===== src/rtl/rv_mem_pkg.sv =====
// rv_mem_pkg: shared definitions for the data-memory write path.
//   - size codes used on the store and dmem sides
//   - the store-buffer entry record {addr, wdata, size}
//   - small helpers for word addressing and size decoding
// The entry record uses ADDR_W/DATA_W. Any instance of store_buffer must
// keep its AW/DW equal to these values.
package rv_mem_pkg;

    localparam int ADDR_W = 32;
    localparam int DATA_W = 32;

    localparam logic [1:0] SIZE_B = 2'b00;
    localparam logic [1:0] SIZE_H = 2'b01;
    localparam logic [1:0] SIZE_W = 2'b10;

    typedef struct packed {
        logic [ADDR_W-1:0] addr;
        logic [DATA_W-1:0] wdata;
        logic [1:0]        size;
    } entry_t;

    // Word (32-bit) address of a byte address.
    function automatic logic [ADDR_W-3:0] word_addr(input logic [ADDR_W-1:0] a);
        return a[ADDR_W-1:2];
    endfunction

    // Size code 11 is treated as a full word, the same as 10.
    function automatic logic is_word(input logic [1:0] sz);
        return (sz == SIZE_W) || (sz == 2'b11);
    endfunction

endpackage


===== src/rtl/stbuf_match.sv =====
// stbuf_match: combinational load-vs-pending-store comparator.
// Ports:
//   i_valid      per-entry valid bits
//   i_word_addr  per-entry word address (byte address >> 2)
//   i_ld_word    word address of the load
//   o_conflict   some valid entry holds the load's word
//   With STBUF_FWD_EN defined:
//   i_wr_ptr     next write slot; the slot just behind it is the youngest
//   i_word_ok    per-entry flag: aligned full-word store
//   o_young_idx  slot of the youngest matching entry
//   o_young_word youngest matching entry is an aligned full-word store
module stbuf_match #(
    parameter int DEPTH = 4,
    parameter int AW    = 32
) (
    input  logic [DEPTH-1:0]           i_valid,
    input  logic [DEPTH-1:0][AW-3:0]   i_word_addr,
    input  logic [AW-3:0]              i_ld_word,
`ifdef STBUF_FWD_EN
    input  logic [$clog2(DEPTH)-1:0]   i_wr_ptr,
    input  logic [DEPTH-1:0]           i_word_ok,
    output logic [$clog2(DEPTH)-1:0]   o_young_idx,
    output logic                       o_young_word,
`endif
    output logic                       o_conflict
);

    logic [DEPTH-1:0] w_hit;

    always_comb begin
        // NOTE: combinational blocks use blocking '=' and give every output
        // a value before any conditional code, so no latch can be inferred.
        w_hit = '0;
        for (int i = 0; i < DEPTH; i++) begin
            w_hit[i] = i_valid[i] && (i_word_addr[i] == i_ld_word);
        end
    end

    assign o_conflict = |w_hit;

`ifdef STBUF_FWD_EN
    localparam int PW = $clog2(DEPTH);

    // Walk from the oldest possible slot (wr_ptr - DEPTH == wr_ptr) to the
    // youngest (wr_ptr - 1); the last hit seen is the youngest match.
    always_comb begin
        logic [PW-1:0] w_idx;
        o_young_idx  = '0;
        o_young_word = 1'b0;
        w_idx        = '0;
        for (int k = DEPTH; k >= 1; k--) begin
            w_idx = i_wr_ptr - PW'(k);
            if (w_hit[w_idx]) begin
                o_young_idx  = w_idx;
                o_young_word = i_word_ok[w_idx];
            end
        end
    end
`endif

endmodule


===== src/rtl/store_buffer.sv =====
// store_buffer: posted-write buffer between the pipeline M stage and the
// dmem write port. Accepts one store per cycle, drains in strict FIFO order
// one per cycle while dmem is ready, and flags loads that hit a pending word.
// Reset is synchronous, active low.
// Ports:
//   clk, reset                      clock, synchronous active-low reset
//   s_we/s_addr/s_wdata/s_size      store request from the M stage
//   s_full                          buffer full, M stage must hold the store
//   ld_re/ld_addr                   load in the M stage
//   ld_stall                        load hits a pending store
//   m_we/m_addr/m_wdata/m_size      head entry towards dmem
//   m_ready                         dmem takes the head this cycle
//   empty                           no pending stores
// Optional macro STBUF_FWD_EN adds ld_fwd/ld_fwd_data: a load whose youngest
// match is an aligned word store is served from the buffer instead of stalled.
module store_buffer
    import rv_mem_pkg::*;
#(
    parameter int DEPTH = 4,
    parameter int AW    = ADDR_W,
    parameter int DW    = DATA_W
) (
    input  logic          clk,
    input  logic          reset,
    input  logic          s_we,
    input  logic [AW-1:0] s_addr,
    input  logic [DW-1:0] s_wdata,
    input  logic [1:0]    s_size,
    output logic          s_full,
    input  logic          ld_re,
    input  logic [AW-1:0] ld_addr,
    output logic          ld_stall,
`ifdef STBUF_FWD_EN
    output logic          ld_fwd,
    output logic [DW-1:0] ld_fwd_data,
`endif
    output logic          m_we,
    output logic [AW-1:0] m_addr,
    output logic [DW-1:0] m_wdata,
    output logic [1:0]    m_size,
    input  logic          m_ready,
    output logic          empty
);

    localparam int          PW       = $clog2(DEPTH);
    localparam logic [PW:0] FULL_CNT = (PW+1)'(DEPTH);

    logic [PW-1:0]           r_wr_ptr;
    logic [PW-1:0]           r_rd_ptr;
    logic [PW:0]             r_count;
    logic [DEPTH-1:0]        r_valid;
    entry_t [DEPTH-1:0]      r_mem;

    logic                    w_push;
    logic                    w_pop;
    entry_t                  w_head;
    logic [DEPTH-1:0][AW-3:0] w_word_addr;
    logic                    w_conflict;
    logic                    w_unused_ld_ofs;

    // A push is refused whenever the buffer is full, even if the head drains
    // in the same cycle.
    assign s_full = (r_count == FULL_CNT);
    assign m_we   = (r_count != '0);
    assign empty  = !m_we;
    assign w_push = s_we && !s_full;
    assign w_pop  = m_we && m_ready;

    // Head fields are forced to zero while empty so the never-written
    // storage array cannot leak onto the dmem port.
    assign w_head  = r_mem[r_rd_ptr];
    assign m_addr  = m_we ? w_head.addr  : '0;
    assign m_wdata = m_we ? w_head.wdata : '0;
    assign m_size  = m_we ? w_head.size  : '0;

    always_ff @(posedge clk) begin
        // NOTE: sequential state uses non-blocking '<=' so every register
        // samples the pre-edge values, independent of statement order.
        if (!reset) begin
            r_wr_ptr <= '0;
            r_rd_ptr <= '0;
            r_count  <= '0;
            r_valid  <= '0;
        end else begin
            if (w_push) begin
                r_wr_ptr          <= r_wr_ptr + 1'b1;
                r_valid[r_wr_ptr] <= 1'b1;
            end
            if (w_pop) begin
                r_rd_ptr          <= r_rd_ptr + 1'b1;
                r_valid[r_rd_ptr] <= 1'b0;
            end
            case ({w_push, w_pop})
                2'b10:   r_count <= r_count + 1'b1;
                2'b01:   r_count <= r_count - 1'b1;
                default: r_count <= r_count;
            endcase
        end
    end

    // NOTE: the storage array has no reset; every read of it is qualified by
    // a valid bit or by count, which keeps it a plain register file.
    always_ff @(posedge clk) begin
        if (w_push) begin
            r_mem[r_wr_ptr] <= '{addr: s_addr, wdata: s_wdata, size: s_size};
        end
    end

    always_comb begin
        w_word_addr = '0;
        for (int i = 0; i < DEPTH; i++) begin
            w_word_addr[i] = word_addr(r_mem[i].addr);
        end
    end

    // Conflicts are word granular; the load's byte offset plays no part.
    assign w_unused_ld_ofs = ^ld_addr[1:0];

`ifdef STBUF_FWD_EN
    logic [DEPTH-1:0] w_word_ok;
    logic [PW-1:0]    w_young_idx;
    logic             w_young_word;

    always_comb begin
        w_word_ok = '0;
        for (int i = 0; i < DEPTH; i++) begin
            w_word_ok[i] = is_word(r_mem[i].size) && (r_mem[i].addr[1:0] == 2'b00);
        end
    end

    stbuf_match #(.DEPTH(DEPTH), .AW(AW)) u_match (
        .i_valid      (r_valid),
        .i_word_addr  (w_word_addr),
        .i_ld_word    (ld_addr[AW-1:2]),
        .i_wr_ptr     (r_wr_ptr),
        .i_word_ok    (w_word_ok),
        .o_young_idx  (w_young_idx),
        .o_young_word (w_young_word),
        .o_conflict   (w_conflict)
    );

    assign ld_fwd      = ld_re && w_conflict && w_young_word;
    assign ld_stall    = ld_re && w_conflict && !w_young_word;
    assign ld_fwd_data = ld_fwd ? r_mem[w_young_idx].wdata : '0;
`else
    stbuf_match #(.DEPTH(DEPTH), .AW(AW)) u_match (
        .i_valid     (r_valid),
        .i_word_addr (w_word_addr),
        .i_ld_word   (ld_addr[AW-1:2]),
        .o_conflict  (w_conflict)
    );

    assign ld_stall = ld_re && w_conflict;
`endif

endmodule


===== config.mk =====
export PLATFORM = sky130hd
export DESIGN_NAME = store_buffer
export DESIGN_NICKNAME = d
export VERILOG_FILES = /design/src/rtl/rv_mem_pkg.sv /design/src/rtl/stbuf_match.sv /design/src/rtl/store_buffer.sv
export SDC_FILE = /design/constraint.sdc
export NUM_CORES = 1
export LEC_CHECK = 0
export ABC_AREA = 1
export CAP_MARGIN = 20
export CORE_UTILIZATION = 59
export CTS_BUF_LIST = sky130_fd_sc_hd__clkbuf_4
export DETAILED_ROUTE_END_ITERATION = 10
export PLACE_DENSITY = 0.85
export SETUP_SLACK_MARGIN = 0.1
export SYNTH_ARGS = -nofsm -noshare
export SYNTH_HDL_FRONTEND = slang
export SYNTH_SLANG_ARGS = --single-unit

===== constraint.sdc =====
create_clock -name clk -period 5 [get_ports clk]
set_input_delay 1 -clock clk [delete_from_list [all_inputs] [get_ports clk]]
set_output_delay 1 -clock clk [all_outputs]
set_load 0.02 [all_outputs]

== Yosys cells after proc, flatten, opt, wreduce, memory -nomap -nowiden ==
Index checks and enable logic that the tools add are counted.

* Flip-flop bits (word level): 275
* Input port bits: 103

* Add/subtract/negate cells: 4
* Magnitude comparators: 4
* Eq/ne operators: 7
* Mux-type cells: 16
* Bitwise gates (word level): 3
* Reductions and logical operators: 14

{| class="wikitable"
|+ Operator list
! operator !! number
|-
| bitwise mux 264 bit || 1
|-
| binary-select mux 66 bit (select 2 bit) || 1
|-
| demux 66 bit (select 2 bit) || 1
|-
| 2-to-1 mux 66 bit || 2
|-
| == test 30 bit || 4
|-
| 2-to-1 mux 32 bit || 2
|-
| 2-to-1 mux 4 bit || 3
|-
| logical AND 1 bit || 9
|-
| less-than comparator 2 x 3 -> 1 bit, second input constant || 2
|-
| one-hot mux 3 bit (2 select lines) || 1
|-
| adder 2 x 1 -> 2 bit, second input constant || 2
|-
| AND 4 bit || 1
|-
| demux 1 bit (select 2 bit) || 2
|-
| greater-or-equal comparator 2 x 1 -> 1 bit, second input constant || 2
|-
| inverter 4 bit || 1
|-
| bitwise OR 4 bit || 1
|-
| OR reduction 4 bit || 1
|-
| adder 3 x 1 -> 3 bit, second input constant || 1
|-
| == test 3 bit, second input constant || 1
|-
| nonzero test 3 bit || 1
|-
| subtractor 3 x 1 -> 3 bit, second input constant || 1
|-
| == test 2 x 1 -> 1 bit, second input constant || 1
|-
| == test 2 bit, second input constant || 1
|-
| logical NOT 1 bit || 2
|-
| 3 further kinds || 4
|}

== Longest topological paths before layout ==
* Word-level depth: 9
* Gate-level depth with buffers: 13
* Gate-level depth less buffers: 12

== Hierarchy ==
Synthesis repeated with hierarchy kept, for this count alone.

* Cells, all modules: 1487
* Area, all modules: 13213.9 um^2

{| class="wikitable"
|+ By module, submodules not included
! module !! times used !! cells each !! area each (um^2) !! seq. area each (um^2)
|-
| store_buffer || 1 || 943 || 11071.9 || 8147.8
|-
| stbuf_match || 1 || 544 || 2142.1 || 0.0
|}

== Worst setup path after synthesis ==
No wires, ideal clock.

* Path type: input to register
* Start point: input s_we
* End point: register r_mem[0] (netlist bit) (enable)
* Setup time: 0.420 ns
* Data arrival time: 2.626 ns
* Setup slack: 1.954 ns
* Stages on the path: 4
* Path buffers: 0
* Cell sequence: inv_1 -> nor2_2 -> nand2_1 -> inv_1

* Longest elaborated chain between the ends: 1

{| class="wikitable"
|+ Ends and longest elaborated chain
! what !! RTL line !! RTL
|-
| start, declared || store_buffer.sv:25 || <nowiki>input logic s_we,</nowiki>
|-
| logical AND 1 bit || store_buffer.sv:66 || <nowiki>assign w_push = s_we && !s_full;</nowiki>
|-
| end signal, assigned by index || store_buffer.sv:105 || <nowiki>r_mem[r_wr_ptr] <= '{addr: s_addr, wdata: s_wdata, size: s_size};</nowiki>
|-
| end, declared || store_buffer.sv:52 || <nowiki>entry_t [DEPTH-1:0] r_mem;</nowiki>
|}

Every way passes these cells.
A chain may end at the register's enable or synchronous reset.

== Worst setup path after layout ==
* Start point: input ld_addr[7]
* End point: output ld_stall

* Longest elaborated chain between the ends: 4
* Elaborated cells between the ends (all ways): 10
* Those cells by class: eq/ne: 4; reduce/logical: 6

{| class="wikitable"
|+ Ends and longest elaborated chain
! what !! RTL line !! RTL
|-
| start, declared || store_buffer.sv:31 || <nowiki>input logic [AW-1:0] ld_addr,</nowiki>
|-
| == test 30 bit || stbuf_match.sv:35 || <nowiki>w_hit[i] = i_valid[i] && (i_word_addr[i] == i_ld_word);</nowiki>
|-
| logical AND 1 bit || stbuf_match.sv:35 ||
|-
| OR reduction 4 bit (*) || stbuf_match.sv:39 || <nowiki>assign o_conflict = |w_hit;</nowiki>
|-
| logical AND 1 bit (*) || store_buffer.sv:153 || <nowiki>assign ld_stall = ld_re && w_conflict;</nowiki>
|-
| end, declared || store_buffer.sv:32 || <nowiki>output logic ld_stall,</nowiki>
|}

Mark *: on every way between the ends. The rest lies on a longest branch, timed or not.

==> results.json <==
{
  "hp-class": "reg2reg",
  "p_sw_mw": 3.037,
  "netlist_area_mm2": 0.01290,
  "dp_hpwl_mm": 21.58,
  "max_slew.worst_pin.slew_ns": 1.065,
  "synth-seq-area-share": 0.6315,
  "cts_root_buf": "clkbuf_4",
  "wl_mm": 33.67,
  "period_share": 0.8359,
  "setup_tns_ns": 0,
  "cp.required_ns": 4.00,
  "end_kind": "output pin",
  "final_max_slew_viol_count": 0,
  "cp_max_fo": 5,
  "die_width_um": 149.9,
  "cts.clk_slew.worst_paths_ns": 0.06,
  "die-area_mm2": 0.02246,
  "nets": 1633,
  "maxSlewHeadroom": 0.2875,
  "gp_congestion": 0.9960,
  "drc": 0,
  "combinationalPowerShare": 0.416,
  "crit_type": "in2out",
  "swShare": 0.3808,
  "drt_pass1_iterations": 5,
  "clk_latency_ns": 0.68,
  "drt_iter0_markers": 1056,
  "overflow": 0,
  "die_height_um": 149.9,
  "skew_ns": 0.03694,
  "vias": 10280,
  "cts_tree": "yes",
  "ys_warn_count": 0,
  "multi_input_area_mm2": 0.003821,
  "syn_inst": 1322,
  "whs_ns": 0.5088,
  "pin_count": 173,
  "fp.coreArea_mm2": 0.02122,
  "cp_data_arrival_time_ns": 3.18,
  "postCtsHoldBufs": 0,
  "status": "completed",
  "detail-route-antenna-nets": 0,
  "cts_resized": 0,
  "seqPwrFrac": 0.359,
  "grt_pass1_wl_mm": 51.32,
  "start_util": 0.6080,
  "ir_worst_vdd_mv": 0.4419,
  "hold_viol": 0,
  "cts_buffers": 69,
  "grt_usage": 0.3059,
  "drive_gt1_frac": 0.1044,
  "grt_start_max_net_pins": 140,
  "fmax_mhz": 239.3,
  "clock_path_buffers": 3,
  "worst_setup_path_start_kind": "input pin",
  "antenna_found_initial": 3,
  "grt_pass1_vias": 10090,
  "n_fill_cell": 1406,
  "power.internal_mw": 4.938,
  "final.min_clock_period_ns": 4.180,
  "final_common_cell": "nand2_1",
  "cts_setup_buffers": 0,
  "layout_common_cells": "273 x nand2_1, 264 x edfxtp_1, 200 x nor2_1",
  "row_count": 53,
  "leakage_nw": 6.105,
  "powerDensity_mw_per_mm2": 508.6,
  "rsz0062_at_grt": "no",
  "clockPowerShare": 0.226,
  "finalPower_mw": 7.975,
  "routed_via_density": 5.591,
  "final-seq-area_mm2": 0.008153,
  "maxCapViolations": 0,
  "area_growth_pct": 21.53,
  "clock_sinks": 275,
  "setup_viol": 0,
  "synth_fp_nets": 1435,
  "ys_seq_elements": 275,
  "htreeDepth": 3,
  "wire_per_inst_um": 18.31,
  "port_buffers": 170,
  "synth.distinct_cells": 29,
  "postSynthAreaPerCell_um2": 9.760
}
[metal layers]
metal	wire [um]	share of wire	global-route usage	vias up
li1	-	-	-	4812
met1	12180	0.36	0.3712	4734
met2	16280	0.48	0.4998	630
met3	3939	0.12	0.08415	104
met4	1253	0.037	0.1596	2
met5	13	0.00039	0	-
[flip-flops by register name (all words and copies together) (netlist names)]
register  flops
r_rd_ptr      2
r_valid       4
r_mem       264
r_count       3
r_wr_ptr      2
[Yosys cell counts]
master | number | area share
nand2_1 | 273 | 0.079
edfxtp_1 | 264 | 0.61
nor2_1 | 200 | 0.058
inv_1 | 135 | 0.039
a21oi_1 | 122 | 0.047
o21ai_0 | 113 | 0.044
xnor2_1 | 31 | 0.021
inv_2 | 29 | 0.0084
o21ai_1 | 26 | 0.010
buf_2 | 25 | 0.0097
clkbuf_1 | 21 | 0.0061
nand4_1 | 14 | 0.0068
dfxtp_1 | 11 | 0.017
clkinv_1 | 9 | 0.0026
ha_1 | 9 | 0.0087
o211ai_1 | 7 | 0.0041
buf_4 | 5 | 0.0029
nand3_1 | 5 | 0.0019
a221oi_2 | 4 | 0.0047
xor2_1 | 4 | 0.0027
buf_6 | 3 | 0.0026
nor2_2 | 3 | 0.0015
a21oi_2 | 2 | 0.0014
nand2_2 | 2 | 0.00097
buf_1 | 1 | 0.00029
clkbuf_2 | 1 | 0.00039
fa_1 | 1 | 0.0016
nor3_2 | 1 | 0.00078
nor3_4 | 1 | 0.0013
[per-stage QoR]
step / instance area [um2] / util / worst slack [ns] / std cells
finish: 15680 / 0.7389 / 0.8205 / 1839
global route: 15680 / 0.7388 / 0.6123 / 1838
CTS: 15680 / 0.7387 / 0.8623 / 1837
detailed placement: 14860 / 0.7001 / 0.8718 / 1724
global placement: 14860 / 0.7001 / 0.8551 / 1724
floorplan: 12900 / - / 1.954 / 1322
[critical path: stages]
cell and delay [ns]:
clkdlybuf4s50_1 0.51, xnor2_1 0.28, nand2_1 0.18, nor2_1 0.13, nand2_1 0.09, nor2_2 0.12, nand2_1 0.06, nand2_1 0.06
nor2_1 0.07, nor2_1 0.08, clkdlybuf4s50_1 0.60
[kinds of logic after synthesis]
family,count (synthesis),share of synthesized area
xor+xnor,35,0.02376
buf+inv,229,0.07234
simple gates,499,0.1508
fa+ha+maj,10,0.01028
compound gates,274,0.1113
flops,275,0.6315
[path summary, 6_finish.rpt]
path	startpoint	end	slack, ns	cells past startpoint
max	ld_addr[7]	ld_stall	0.82	11
min	r_valid[3]	r_valid[3]	0.51	2
max reg2reg	r_count[2]	r_count[1]	2.40	10
min reg2reg	r_valid[3]	r_valid[3]	0.51	2
[power groups by stage]
stage	Sequential [mW]	Clock, mW	Combinational (mW)
floorplan	2.89	0	1.85
global placement	2.89	0	3.22
detailed placement	2.91	0	3.27
CTS	2.86	1.82	3.30
global route	2.88	1.94	3.54
finish	2.86	1.80	3.31
[final cells by class]
| type | count | share of cell area |
|---|---|---|
| diodes | 2 | 0.0003192 |
| repair buffers | 183 | 0.1203 |
| well taps | 275 | 0.02194 |
| clock buffers | 95 | 0.04548 |
| inverters | 173 | 0.04149 |
| multi-input cells | 818 | 0.2437 |
| flip-flops and latches | 275 | 0.5200 |
| clock inverters | 18 | 0.006783 |
Power figures use the tool's default switching activity.
